## src/rtl/prog_mem_responder.sv

```systemverilog
// Round-robin read responder: serves NUM_CONSUMERS held-valid fetchers from one upstream program-memory port.
// Optional one-entry last-word cache enabled by defining PROG_MEM_LAST_WORD_CACHE_EN.
module prog_mem_responder #(
  parameter int ADDR_BITS     = 8,
  parameter int DATA_BITS     = 16,
  parameter int NUM_CONSUMERS = 4
) (
  input  logic                                    clk,
  input  logic                                    reset,
  input  logic [NUM_CONSUMERS-1:0]                consumer_read_valid,
  input  logic [NUM_CONSUMERS-1:0][ADDR_BITS-1:0] consumer_read_address,
  output logic [NUM_CONSUMERS-1:0]                consumer_read_ready,
  output logic [NUM_CONSUMERS-1:0][DATA_BITS-1:0] consumer_read_data,
  output logic                                    mem_read_valid,
  output logic [ADDR_BITS-1:0]                    mem_read_address,
  input  logic                                    mem_read_ready,
  input  logic [DATA_BITS-1:0]                    mem_read_data,
  output logic                                    busy
);

  localparam int PTR_W = (NUM_CONSUMERS > 1) ? $clog2(NUM_CONSUMERS) : 1;

  typedef enum logic [1:0] {
    IDLE     = 2'd0,
    WAIT_MEM = 2'd1,
    RESPOND  = 2'd2,
    RELEASE  = 2'd3
  } state_e;

  state_e                                 state_q, state_d;
  logic [PTR_W-1:0]                       rr_ptr_q, rr_ptr_d;
  logic [PTR_W-1:0]                       grant_q, grant_d;
  logic [NUM_CONSUMERS-1:0]               ready_q, ready_d;
  logic [NUM_CONSUMERS-1:0][DATA_BITS-1:0] data_q, data_d;
  logic                                   mem_valid_q, mem_valid_d;
  logic [ADDR_BITS-1:0]                   mem_addr_q, mem_addr_d;

  logic                                   req_found;
  logic [PTR_W-1:0]                       req_pick;
  logic [PTR_W-1:0]                       req_next_ptr;

  // Round-robin search: first valid requester at or above rr_ptr, wrapping.
  always_comb begin
    int idx;
    idx       = 0;
    req_found = 1'b0;
    req_pick  = '0;
    for (int i = 0; i < NUM_CONSUMERS; i++) begin
      idx = (int'(rr_ptr_q) + i) % NUM_CONSUMERS;
      if (!req_found && consumer_read_valid[idx[PTR_W-1:0]]) begin
        req_found = 1'b1;
        req_pick  = idx[PTR_W-1:0];
      end
    end
  end

  always_comb begin
    if (req_pick == PTR_W'(NUM_CONSUMERS - 1)) begin
      req_next_ptr = '0;
    end else begin
      req_next_ptr = req_pick + 1'b1;
    end
  end

`ifdef PROG_MEM_LAST_WORD_CACHE_EN
  logic                 cache_valid_q, cache_valid_d;
  logic [ADDR_BITS-1:0] cache_addr_q, cache_addr_d;
  logic [DATA_BITS-1:0] cache_data_q, cache_data_d;
  logic                 cache_hit;

  assign cache_hit = cache_valid_q && (cache_addr_q == consumer_read_address[req_pick]);

  // Every upstream completion refreshes the single cached (address, data) pair.
  always_comb begin
    cache_valid_d = cache_valid_q;
    cache_addr_d  = cache_addr_q;
    cache_data_d  = cache_data_q;
    if (state_q == WAIT_MEM && mem_read_ready) begin
      cache_valid_d = 1'b1;
      cache_addr_d  = mem_addr_q;
      cache_data_d  = mem_read_data;
    end
  end

  always_ff @(posedge clk) begin
    if (reset) begin
      cache_valid_q <= 1'b0;
      cache_addr_q  <= '0;
      cache_data_q  <= '0;
    end else begin
      cache_valid_q <= cache_valid_d;
      cache_addr_q  <= cache_addr_d;
      cache_data_q  <= cache_data_d;
    end
  end
`endif

  always_comb begin
    // NOTE: every _d gets a default before the case so no path can infer a latch.
    state_d     = state_q;
    rr_ptr_d    = rr_ptr_q;
    grant_d     = grant_q;
    ready_d     = '0;
    data_d      = data_q;
    mem_valid_d = mem_valid_q;
    mem_addr_d  = mem_addr_q;

    unique case (state_q)
      IDLE: begin
        if (req_found) begin
          grant_d  = req_pick;
          rr_ptr_d = req_next_ptr;
`ifdef PROG_MEM_LAST_WORD_CACHE_EN
          if (cache_hit) begin
            data_d[req_pick]  = cache_data_q;
            ready_d[req_pick] = 1'b1;
            state_d           = RESPOND;
          end else begin
            mem_valid_d = 1'b1;
            mem_addr_d  = consumer_read_address[req_pick];
            state_d     = WAIT_MEM;
          end
`else
          mem_valid_d = 1'b1;
          mem_addr_d  = consumer_read_address[req_pick];
          state_d     = WAIT_MEM;
`endif
        end
      end

      WAIT_MEM: begin
        if (mem_read_ready) begin
          data_d[grant_q]  = mem_read_data;
          ready_d[grant_q] = 1'b1;
          mem_valid_d      = 1'b0;
          state_d          = RESPOND;
        end
      end

      // ready_d defaults to zero, which ends the one-cycle pulse here.
      RESPOND: begin
        state_d = RELEASE;
      end

      // Hold off re-arbitration until the served consumer has dropped valid.
      RELEASE: begin
        if (!consumer_read_valid[grant_q]) begin
          state_d = IDLE;
        end
      end

      default: begin
        state_d = IDLE;
      end
    endcase
  end

  always_ff @(posedge clk) begin
    // NOTE: the returned-word registers are ordinary flops, so they take a reset value like all other state.
    if (reset) begin
      state_q     <= IDLE;
      rr_ptr_q    <= '0;
      grant_q     <= '0;
      ready_q     <= '0;
      data_q      <= '0;
      mem_valid_q <= 1'b0;
      mem_addr_q  <= '0;
    end else begin
      // NOTE: non-blocking updates so every flop samples pre-edge values.
      state_q     <= state_d;
      rr_ptr_q    <= rr_ptr_d;
      grant_q     <= grant_d;
      ready_q     <= ready_d;
      data_q      <= data_d;
      mem_valid_q <= mem_valid_d;
      mem_addr_q  <= mem_addr_d;
    end
  end

  assign consumer_read_ready = ready_q;
  assign consumer_read_data  = data_q;
  assign mem_read_valid      = mem_valid_q;
  assign mem_read_address    = mem_addr_q;
  assign busy                = (state_q != IDLE);

endmodule

```

## config.mk

```make
export PLATFORM = sky130hd
export DESIGN_NAME = prog_mem_responder
export DESIGN_NICKNAME = d
export VERILOG_FILES = /design/src/rtl/prog_mem_responder.sv
export SDC_FILE = /design/constraint.sdc
export NUM_CORES = 1
export LEC_CHECK = 0
export ABC_CLOCK_PERIOD_IN_PS = 4700
export CAP_MARGIN = 0
export CELL_PAD_IN_SITES_DETAIL_PLACEMENT = 0
export CELL_PAD_IN_SITES_GLOBAL_PLACEMENT = 1
export CORE_ASPECT_RATIO = 1.2
export CORE_UTILIZATION = 33
export DETAILED_ROUTE_END_ITERATION = 7
export GPL_TIMING_DRIVEN = 1
export PLACE_DENSITY_LB_ADDON = 0.1
export SLEW_MARGIN = 20
export SYNTH_ARGS = -nofsm -noshare
export SYNTH_HDL_FRONTEND = slang
export SYNTH_SLANG_ARGS = --single-unit
export TNS_END_PERCENT = 50
```

## constraint.sdc

```tcl
create_clock -name clk -period 4.7 [get_ports clk]
set_input_delay 0.94 -clock clk [delete_from_list [all_inputs] [get_ports clk]]
set_output_delay 0.94 -clock clk [all_outputs]
set_load 0.1 [all_outputs]
```

## Word level (Yosys, flattened, before mapping)

Cells that the tools add are included.
W data, S select, Z words.

- Register bits after elaboration: 83
- Input bits: 55
- Output and inout port bits: 78

- $add $sub $neg: 4
- Magnitude comparators: 7
- Equal/unequal tests: 7
- Mux-type cells: 33
- Bitwise logic cells: 2
- Reductions and logical operators: 15

Operator list:

| kind | number |
|---|---|
| $bwmux W64 | 1 |
| $demux W16 S2 | 1 |
| $lt A2 B3 Y1 const B | 6 |
| $bmux W8 S2 | 1 |
| $mux W16 | 1 |
| $mux W2 | 8 |
| $mux W1 | 12 |
| $bmux W1 S2 | 5 |
| $mux W8 | 1 |
| $pmux W2 S4 | 1 |
| $eq A2 B2 Y1 const B | 3 |
| $ne A2 B2 Y1 const B | 3 |
| $reduce_and A3 Y1 | 2 |
| $add A2 B1 Y2 const B | 2 |
| $add A2 B2 Y2 const B | 2 |
| $logic_and A1 B1 Y1 | 4 |
| $reduce_and A2 Y1 | 2 |
| $reduce_bool A2 Y1 | 2 |
| $logic_not A1 Y1 | 3 |
| $reduce_or A3 Y1 | 1 |
| $demux W1 S2 | 1 |
| $eq A2 B1 Y1 const B | 1 |
| $ge A2 B1 Y1 const B | 1 |
| $logic_not A2 Y1 | 1 |
| 2 further kinds | 3 |

## Longest topological paths before layout

Gate-level depths: netlist of the first run.

- Word-level depth: 14
- Mapped depth: 8
- Depth with buffers taken out: 7

## Worst setup path after synthesis of the first run

Ideal clock, no wire load.

- Path kind: reg2out
- Start: register state_q[0]
- End: output busy
- Arrival time: 1265 ps
- Required time: 3760 ps
- Path slack: 2495 ps
- Stages on the path, launching flop included: 4
- Path buffers: 0
- Path through: dfxtp_1 -> inv_1 -> ha_1 -> inv_1

- Word-level cells in the longest chain between the ends: 1

Ends and longest elaborated chain:

| item | line | text |
|---|---|---|
| start: declaration | 30 | `state_e state_q, state_d;` |
| start signal: assignment | 170 | `state_q <= state_d;` |
| $reduce_bool A2 Y1 | 184 | `assign busy = (state_q != IDLE);` |
| end: declaration | 18 | `output logic busy` |

No other way between the ends.

## Worst setup path after layout of the first run

Ends and elaborated chain as after synthesis.

==> results of run 1 <==
-- power breakdown --
group | internal, mW | total, mW | switching (mW)
Combinational | 0.297 | 1.08 | 0.782
Clock | 0.423 | 0.703 | 0.279
Sequential | 0.790 | 0.861 | 0.0710
-- metal layers --
layer	part of all wire	vias to the layer above	GRT usage
li1	-	1588	-
met1	0.47	1415	0.2407
met2	0.46	84	0.2873
met3	0.055	8	0.04986
met4	0.011	0	0.06154
met5	0	-	0
-- registers in the layout, summed over array words and instances (netlist names) --
register             cells
mem_read_address         8
consumer_read_ready      4
consumer_read_data      64
mem_read_valid           1
state_q                  2
rr_ptr_q                 2
grant_q                  2
-- synthesized netlist by cell type --
library cell	count
nand2_1	140
dfxtp_1	83
a21oi_1	70
clkbuf_1	23
nor2_1	16
mux2i_1	14
inv_1	7
nand3b_1	5
o221ai_1	5
or3_1	5
ha_1	4
nand3_1	4
a211oi_1	3
a31oi_1	3
mux2_2	3
nand2b_1	3
o21ai_0	3
a21boi_0	1
a222oi_1	1
a2bb2oi_1	1
buf_4	1
buf_6	1
mux4_2	1
nand4_1	1
nor3_1	1
nor3_2	1
nor4_1	1
o221ai_4	1
o2bb2a_1	1
or3b_1	1
xnor2_1	1
-- how the worst max path moves through the flow --
stage / start / endpoint / cells past startpoint / slack (ps)
after floorplan: state_q[0] / busy / 3 / 2500
after global placement: consumer_read_valid[0] / mem_read_address[2] / 6 / 1710
after detailed placement: consumer_read_valid[3] / mem_read_address[1] / 6 / 1610
after CTS: state_q[0] / busy / 4 / 1460
after global routing: state_q[0] / busy / 4 / 1400
final: state_q[0] / busy / 4 / 1460
-- per-stage QoR --
stage,cells,hold slack [ps]
final,652,450.4
after global routing,652,468.2
after CTS,652,453.6
after detailed placement,636,445.4
after global placement,636,441.6
after floorplan,405,510.6
-- cell type report --
type | count | area, um^2 | area share
inverter | 7 | 26.28 | 0.005282
multi-input combinational | 290 | 1514 | 0.3043
timing repair buffer | 133 | 1324 | 0.2661
clock inverter | 5 | 52.55 | 0.01056
tap | 123 | 153.9 | 0.03094
clock buffer | 11 | 242.7 | 0.04879
sequential | 83 | 1662 | 0.3340
-- layout by cell type (no fill, tap or decap), types with 2 or more instances in the layout --
cell and n:
a211oi_1 3, a21oi_1 70, a31oi_1 3, clkbuf_16 9, clkdlybuf4s50_1 131, clkinv_2 3
dfxtp_1 83, ha_1 4, inv_1 7, mux2_2 3, mux2i_1 14, nand2_1 140
nand2b_1 3, nand3_1 4, nand3b_1 5, nor2_1 14, nor2_2 2, o21ai_0 3
o221ai_1 5, or3_1 5
-- worst max-delay path, delay by kind of cell, from the launching register on --
family	cells	cell delay (ps)
adders and majority gates	1	260
buffers and inverters	3	1320
DFF	1	390
-- logic make-up after synthesis --
group           count (synthesis)  share of synthesized area
simple gates                  178                     0.2217
compound gates                 89                     0.1559
flops                          83                     0.5049
buf+inv                        32                    0.03993
mux                            18                    0.05969
fa+ha+maj                       4                    0.01521
xor+xnor                        1                   0.002662
==> impl_metrics.yaml, run 1 <==
sta:
  fin_crit_sh: 0.6889
  max_clock_freq_mhz: 308.9
  tns_ps: 0
  rsz0062_at_grt: "no"
  setup_ws_ps: 1462
  worstMarginPinSlew_ps: 1025
  fin_skew_ps: 3.749
  report.final.hold_viol_count: 0
  final_max_slew_viol_count: 0
  finalSetupViolCount: 0
  max_slew_margin: 0.3127
  min_period_ps: 3238
clocking:
  root_buffer: "clkbuf_16"
  cts_repair_resize_count: 0
  cts.path.max_buffers: 2
  cts_tree: "yes"
  clock_latency_ps: 330
  cts_setup_buffers: 0
  cts_hold_buffers: 0
  clkSinkCount: 83
  numCtsBuffers: 9
  htreeDepth: 3
  cts.clk_slew.worst_paths_ps: 60
global_route:
  gr-total-overflow: 0
  grt_pass1_vias: 2862
  grt_start_max_net_pins: 49
  grt_usage: 0.1826
  antenna_found_initial: 0
  grt_first_pass_wirelength_um: 14770
run:
  maxCapViolCount: 0
setup_path:
  r2r-start: "grant_q[0]"
  r2r.worst_path.cells: 5
  path_class: "register to primary output"
  r2r_slack_ps: 2660
  arrival_ps: 2300
  slowest_stage: "clkdlybuf4s50_1"
  cp_cell_sequence: "inv_1 -> ha_1 -> inv_1 -> clkdlybuf4s50_1"
  worstReg2RegEnd: "state_q[1]"
  crit_required_ps: 3760
  startpoint_type: "register"
  end_kind: "primary output"
  cp_slowest_stage_delay_ps: 1130
  cp_common_cell: "inv_1"
  path_max_fanout: 5
power_and_ir_drop:
  irDropWorstVdd_v: 0.0005844
  leakage_nw: 1.737
  p_total_mw: 2.643
  powerDensity_nw_per_um2: 531.2
synth:
  ys_types: 31
  ys_seq_elements: 83
  synth_nets: 464
  synth_top_cell_by_area: "dfxtp_1"
  synth.area.top_cells: "dfxtp_1, nand2_1, a21oi_1, mux2i_1, clkbuf_1"
  synth_cells: 405
  yosys_warnings: 0
  synth.top_cell.area_share: 0.5049
  seq_area_frac_synth: 0.5049
  syn_avg_cell_area_um2: 8.125
  synth.cell_area_um2: 3291
floorplan:
  core-area_um2: 9613
  ios: 133
  dieArea_um2: 10380
  rows: 39
  floorplan.die.width_um: 93.16
  die_y_um: 111.4
  start_util: 0.3423
hold_path:
  min_path_cells: 2
  min_from: "consumer_read_data[43]"
  holdPathEnd: "consumer_read_data[43]"
  hp-class: "register to register"
status:
  status: "finished, final reports clean"
routing:
  avgViaCountPerCell: 4.747
  vias: 3095
  firstDrtPassIters: 4
  ant_nets: 0
  wl_um: 9254
  drc: 0
  drt_iter0_markers: 106
  avgRoutedWirePerCell_um: 14.19
placed_design:
  place_area_um2: 4668
  gp_congestion: 0.7400
  hpwl_um: 6552
  place_ws_ps: 1614
  io_buffers: 132
final_layout:
  antenna_cells: 0
  syn_to_final_growth_pct: 51.18
  stdcell_area_um2: 4975
  drive_gt1_frac: 0.04915
  fillers: 938
  final_nets: 583
  final_core_util: 0.5175
Note: power is estimated with default switching activity, not from simulation.
==> inputs of run 2 (changes only) <==
- ABC_CLOCK_PERIOD_IN_PS: 4700 -> 2650
- CORE_UTILIZATION: 33 -> 27
- clock period: 4.7 -> 2.65 ns (I/O delays scaled with it)
==> run 2 against run 1 <==
Compared with the run above:
- hold slack gained 2.9 ps
- clock skew grew 2.7 ps
- global-route usage shrank 1.8 points
- critical endpoint is now state_q[1]
- largest cell class unchanged
==> impl_metrics.yaml, run 2 (synthesis results as in run 1) <==
status:
  status: "finished, final reports clean"
final_layout:
  final_common_cell: "nand2_1"
  final_nets: 594
  syn_to_final_growth_pct: 50.84
  most-common-layout-cells: "nand2_1, buf_4, dfxtp_1, a21oi_1, clkdlybuf4s50_1"
  largest_reg_flops: 64
  antenna_cells: 0
  drive_gt1_frac: 0.2093
routing:
  avgRoutedWirePerCell_um: 14.41
  drc: 0
  firstDrtPassIters: 5
  ant_nets: 0
  avgViaCountPerCell: 4.531
  wl_um: 10040
  vias: 3158
  drt_iter0_markers: 117
clocking:
  htreeDepth: 3
  cts_tree: "yes"
  clkSinkCount: 83
  clock_latency_ps: 340
  cts_setup_buffers: 0
  root_buffer: "clkbuf_16"
  cts.path.max_buffers: 2
  cts_repair_resize_count: 0
  cts.clk_slew.worst_paths_ps: 60
  cts_hold_buffers: 0
  numCtsBuffers: 9
global_route:
  grt_pass1_vias: 2982
  grt_usage: 0.1642
  grt_util_met1: 0.2013
  grt_first_pass_wirelength_um: 15380
  grt_start_max_net_pins: 42
  use_met3: 0.05483
  gr-total-overflow: 0
  use_met2: 0.2696
  grt.busiest_layer: "met2"
  antenna_found_initial: 0
sta:
  fin_crit_sh: 0.8001
  worstMarginPinSlew_ps: 659.4
  report.final.hold_viol_count: 0
  tns_ps: 0
  fin_skew_ps: 6.499
  final_max_slew_viol_count: 0
  finalSetupViolCount: 0
  max_slew_margin: 0.5604
  max_clock_freq_mhz: 471.7
  rsz0062_at_grt: "no"
  min_period_ps: 2120
floorplan:
  floorplan.die.width_um: 102.8
  dieArea_um2: 12640
  start_util: 0.2806
  die_y_um: 122.9
  core-area_um2: 11730
  rows: 43
  ios: 133
setup_path:
  cp_slowest_stage_delay_ps: 530
  path_class: "input port to register"
  arrival_ps: 2330
  slowest_stage: "a222oi_1"
  cp_common_cell: "nor2_1"
  end_kind: "register"
  cp_cell_sequence: "clkdlybuf4s50_1 -> mux4_2 -> a222oi_1 -> nor2_1 -> a21oi_1 -> nor2_1"
  path_max_fanout: 7
  startpoint_type: "input port"
  crit_required_ps: 2860
power_and_ir_drop:
  leakage_nw: 1.978
  powerDensity_nw_per_um2: 1002
  irDropWorstVdd_v: 0.0004877
  p_total_mw: 4.975
placed_design:
  io_buffers: 132
  gp_congestion: 0.7166
  hpwl_um: 7014
hold_path:
  hp-class: "register to register"
run:
  maxCapViolCount: 0
-- run 2: cell count changes in the layout (fill, tap and decap cells not counted), sizes merged --
cell | previous run | this run
clkdlybuf4s50 | 131 | 53
buf | 2 | 91
inv | 7 | 8
clkbuf | 11 | 10
bufinv | 1 | 4
clkinv | 3 | 0
-- run 2: through the flow --
stage / hold WS, ps / cells / setup WS (ps) / util / cell area [um^2]
5_1_grt: 473.2 / 697 / 349.1 / 0.4232 / 4964
4_1_cts: 457.0 / 697 / 565.4 / 0.4232 / 4964
6_report: 453.3 / 697 / 529.8 / 0.4232 / 4964
3_3_place_gp: 443.5 / 681 / 249.5 / 0.3920 / 4598
3_5_place_dp: 448.3 / 681 / 201.2 / 0.3920 / 4598
2_1_floorplan: 510.6 / 405 / 611.1 / - / 3291
-- run 2: path summary, 6_finish.rpt --
check	start	end	slack (ps)	cells after the start
worst max-delay path	consumer_read_valid[0]	state_q[1]	530	6
worst min-delay path	consumer_read_data[29]	consumer_read_data[29]	450	2
worst max register to register	grant_q[0]	state_q[1]	660	5
worst min register to register	consumer_read_data[29]	consumer_read_data[29]	450	2
-- run 2: layout make-up --
cell class / count / area (um^2)
Fill cell: 1269 / 6765
Sequential cell: 83 / 1662
Multi-Input combinational cell: 290 / 1503
Timing Repair Buffer: 144 / 1211
Clock buffer: 10 / 229.0
Tap cell: 157 / 196.4
Clock inverter: 6 / 136.4
Inverter: 7 / 26.28
-- run 2: critical path, delay by kind of cell --
kind,cells,cell delay [ps]
simple gates,2,130
buf+inv,1,520
mux,1,490
compound gates,2,660
-- run 2: metal layers --
| metal | routed length, um | part of all wire |
|---|---|---|
| met5 | 0 | 0 |
| met4 | 129 | 0.013 |
| met3 | 721 | 0.072 |
| met2 | 4756 | 0.47 |
| met1 | 4435 | 0.44 |
-- run 2: report_power, final --
part / switching (mW) / leakage (nW) / total [mW] / internal (mW)
Clock: 0.510 / 0.173 / 1.53 / 1.02
Combinational: 1.40 / 1.13 / 1.92 / 0.520
Sequential: 0.125 / 0.673 / 1.53 / 1.40
Total: 2.03 / 1.98 / 4.97 / 2.94
==> edit (config.mk and constraints of run 2) <==
Build with the macro `PROG_MEM_LAST_WORD_CACHE_EN` defined.
--- a/src/rtl/prog_mem_responder.sv
+++ b/src/rtl/prog_mem_responder.sv
@@ -1,4 +1,6 @@
 // Round-robin read responder: serves NUM_CONSUMERS held-valid fetchers from one upstream program-memory port.
 // Optional one-entry last-word cache enabled by defining PROG_MEM_LAST_WORD_CACHE_EN.
+`define PROG_MEM_LAST_WORD_CACHE_EN
+
 module prog_mem_responder #(
   parameter int ADDR_BITS     = 8,
Formal check against the unedited RTL: not equivalent (Yosys sat finds a counterexample within 10 cycles, from zero or initial values and one cycle with reset high).
==> edit against run 2 <==
The flow now finishes with violations (negative setup slack). Total power grew to 2.6 times the old value. Clock skew grew 0.0039 ns. Non-clock buffer count grew 104. Setup slack lost 1.1 ns. Sequential cell count grew 25. First-iteration DRC count grew to 3.3 times the old value. Design area grew 81%. Global-route usage grew 4.4 points. Wire length grew 120%. Synthesized area grew 72%. Critical endpoint is now consumer_read_data[52]$_SDFFE_PP0P_. Largest cell class is now multi-input gates.
==> edit: results (changes against run 2) <==
- Max FFs per register: 64 (unchanged)
- Share of cells above drive strength 1: 35.82% (+15 points)
- Placed inst area: 0.007556 mm2 (+64%)
- Syn_nets: 791 (+70%)
- Drt total wl: 22340 um (+120%)
- Worst-Margin Slew: 0.7802 ns (+0.1208 ns)
- Post-Synthesis Cells: 728 (+80%)
- Clock Skews: 0.01039 ns (+0.003891 ns)
- Ant diodes: 0 (unchanged)
- Root Driver: clkbuf_16
- All-Layer GR Usage: 20.77% (+4.4 points)
- CTS Buffer Depth: 2 (unchanged)
- Hold WC Path Type: reg -> reg
- CP arrival: 3.53 ns (+1.20 ns)
- Number of flops mapped to enable cells by yosys: 0 (unchanged)
- Reg-to-reg slack, setup: -0.59 ns (-1.25 ns)
- H-tree depth: 3 (unchanged)
- Inst Count DP: 1127 (+65%)
- Wirelength per Cell: 19.02 um (+32%)
- Failing checks: negative setup slack
- Reg clk slew, reported paths: 0.07 ns
- Drt pass-1 iters: 5 (unchanged)
- Async SR Flop Fraction: 0% (unchanged)
- Setup WS pre-CTS: -1.507 ns (-1.708 ns)
- First-iteration detailed-routing DRC count: 382 (+230%)
- P_leak: 3.285 nW (+66%)
- Clk Latency, worst-skew pair: 0.36 ns (+0.02 ns)
- Fin worst setup slack: -0.6074 ns (-1.137 ns)
- Routed via count: 6254 (+98%)
- # hold bufs at CTS: 0 (unchanged)
- Crit Path Max Fanout: 6 (-1)
- Initial antenna violation count: 1 (+1)
- Post-DP HPWL: 15310 um (+120%)
- Seq/Total Area, Yosys: 38.17% (-12 points)
- Fillers: 2025 (+60%)
- First-pass GRT wire length: 34490 um (+120%)
- Synth Warn #: 0 (unchanged)
- Ranking of synthesized cells by area: dfxtp_1 (38%), a21oi_1 (9.3%), a31oi_1 (7.5%)
- Maximum vdd drop: 0.8421 mV (+73%)
- Hold_sp: mem_read_address[3]$_SDFFE_PP0P_
- Reg-to-Reg Start: rr_ptr_q[0]$_SDFFE_PP0P_
- Final Setup Violations: 79 (+79)
- Outcome: complete, but fails checks
- Worst r2r path cells: 16 (+11)
- Worst r2r dst: consumer_read_data[52]$_SDFFE_PP0P_
- Post-layout nets: 968 (+63%)
- Post-synth top cells: dfxtp_1 (108), a21oi_1 (105), nand2_1 (87), nor2_1 (87), a31oi_1 (68)
- Routability cong.: 0.8302 (+16%)
- Largest net degree at the start of global routing: 54 (+29%)
- Vias in the first global route: 6145 (+110%)
- Synth unique cells: 39 (+26%)
edit: worst min-delay path by stage:
stage | slack (ns) | to | depth (start not counted)
after CTS | 0.48 | cache_addr_q[0]$_SDFFE_PP0P_ | 2
after detailed placement | 0.46 | cache_addr_q[4]$_SDFFE_PP0P_ | 2
after floorplan | 0.44 | cache_valid_q$_SDFFE_PP0P_ | 2
final | 0.48 | cache_addr_q[3]$_SDFFE_PP0P_ | 2
after global placement | 0.45 | cache_valid_q$_SDFFE_PP0P_ | 2
after global routing | 0.49 | cache_addr_q[4]$_SDFFE_PP0P_ | 2
edit: final cells by class:
class,count,area [um2],share of cell area [%]
multi-input combinational,532,3681,41.00
tap,265,331.6,3.693
clock buffer,11,232.7,2.592
clock inverter,5,108.9,1.213
sequential,108,2167,24.14
timing repair buffer,248,2431,27.08
inverter,6,25.02,0.2787
edit: critical path, stage by stage:
cell      delay (ns)
buf_6           0.09
nor2b_4         0.12
or4b_4          0.58
buf_12          0.16
buf_16          0.12
a21bo_4         0.22
a32oi_4         0.24
xnor2_1         0.15
nand4_1         0.19
o41ai_4         0.23
buf_4           0.18
buf_12          0.12
buf_12          0.14
buf_12          0.12
buf_16          0.12
a21oi_4         0.05
a211oi_2        0.18
edit: report_power, final:
part	internal [mW]	switching [mW]	leakage [nW]
registers	2.06	0.361	0.879
logic	3.22	5.77	2.24
clock network	0.933	0.650	0.162
total	6.22	6.78	3.28
edit: through the flow:
step           total power, mW  hold WS [ns]  setup TNS [ns]
2_1_floorplan            7.438        0.4402          -51.67
3_3_place_gp             9.624        0.4526         -108.46
3_5_place_dp             9.712        0.4612         -113.46
4_1_cts                  12.54        0.4757          -38.75
5_1_grt                  13.65        0.4943          -45.75
6_report                 12.99        0.4758          -37.38
edit: cell families after synthesis:
family,Yosys count,synth area share (%)
AND/OR/NAND/NOR,233,17.72
XOR/XNOR,8,1.237
AO/OA/AOI/OAI,281,33.75
adder cells (fa/ha/maj),8,1.767
flip-flops,108,38.17
buffers and inverters,89,6.958
multiplexers,1,0.3976
edit: repair_timing:
item	CTS	global route
setup buffers	22	5
cloned	10	3
resized for setup	86	64
setup endpoints to repair	79	79
pin swaps	37	23
edit: per-layer routing:
layer | up-vias | share of wire, % | global-route usage (%)
li1 | 3063 | - | -
met1 | 2959 | 42 | 25.90
met2 | 191 | 49 | 34.55
met3 | 39 | 4.6 | 3.472
met4 | 2 | 3.7 | 10.06
met5 | - | 0.049 | 0
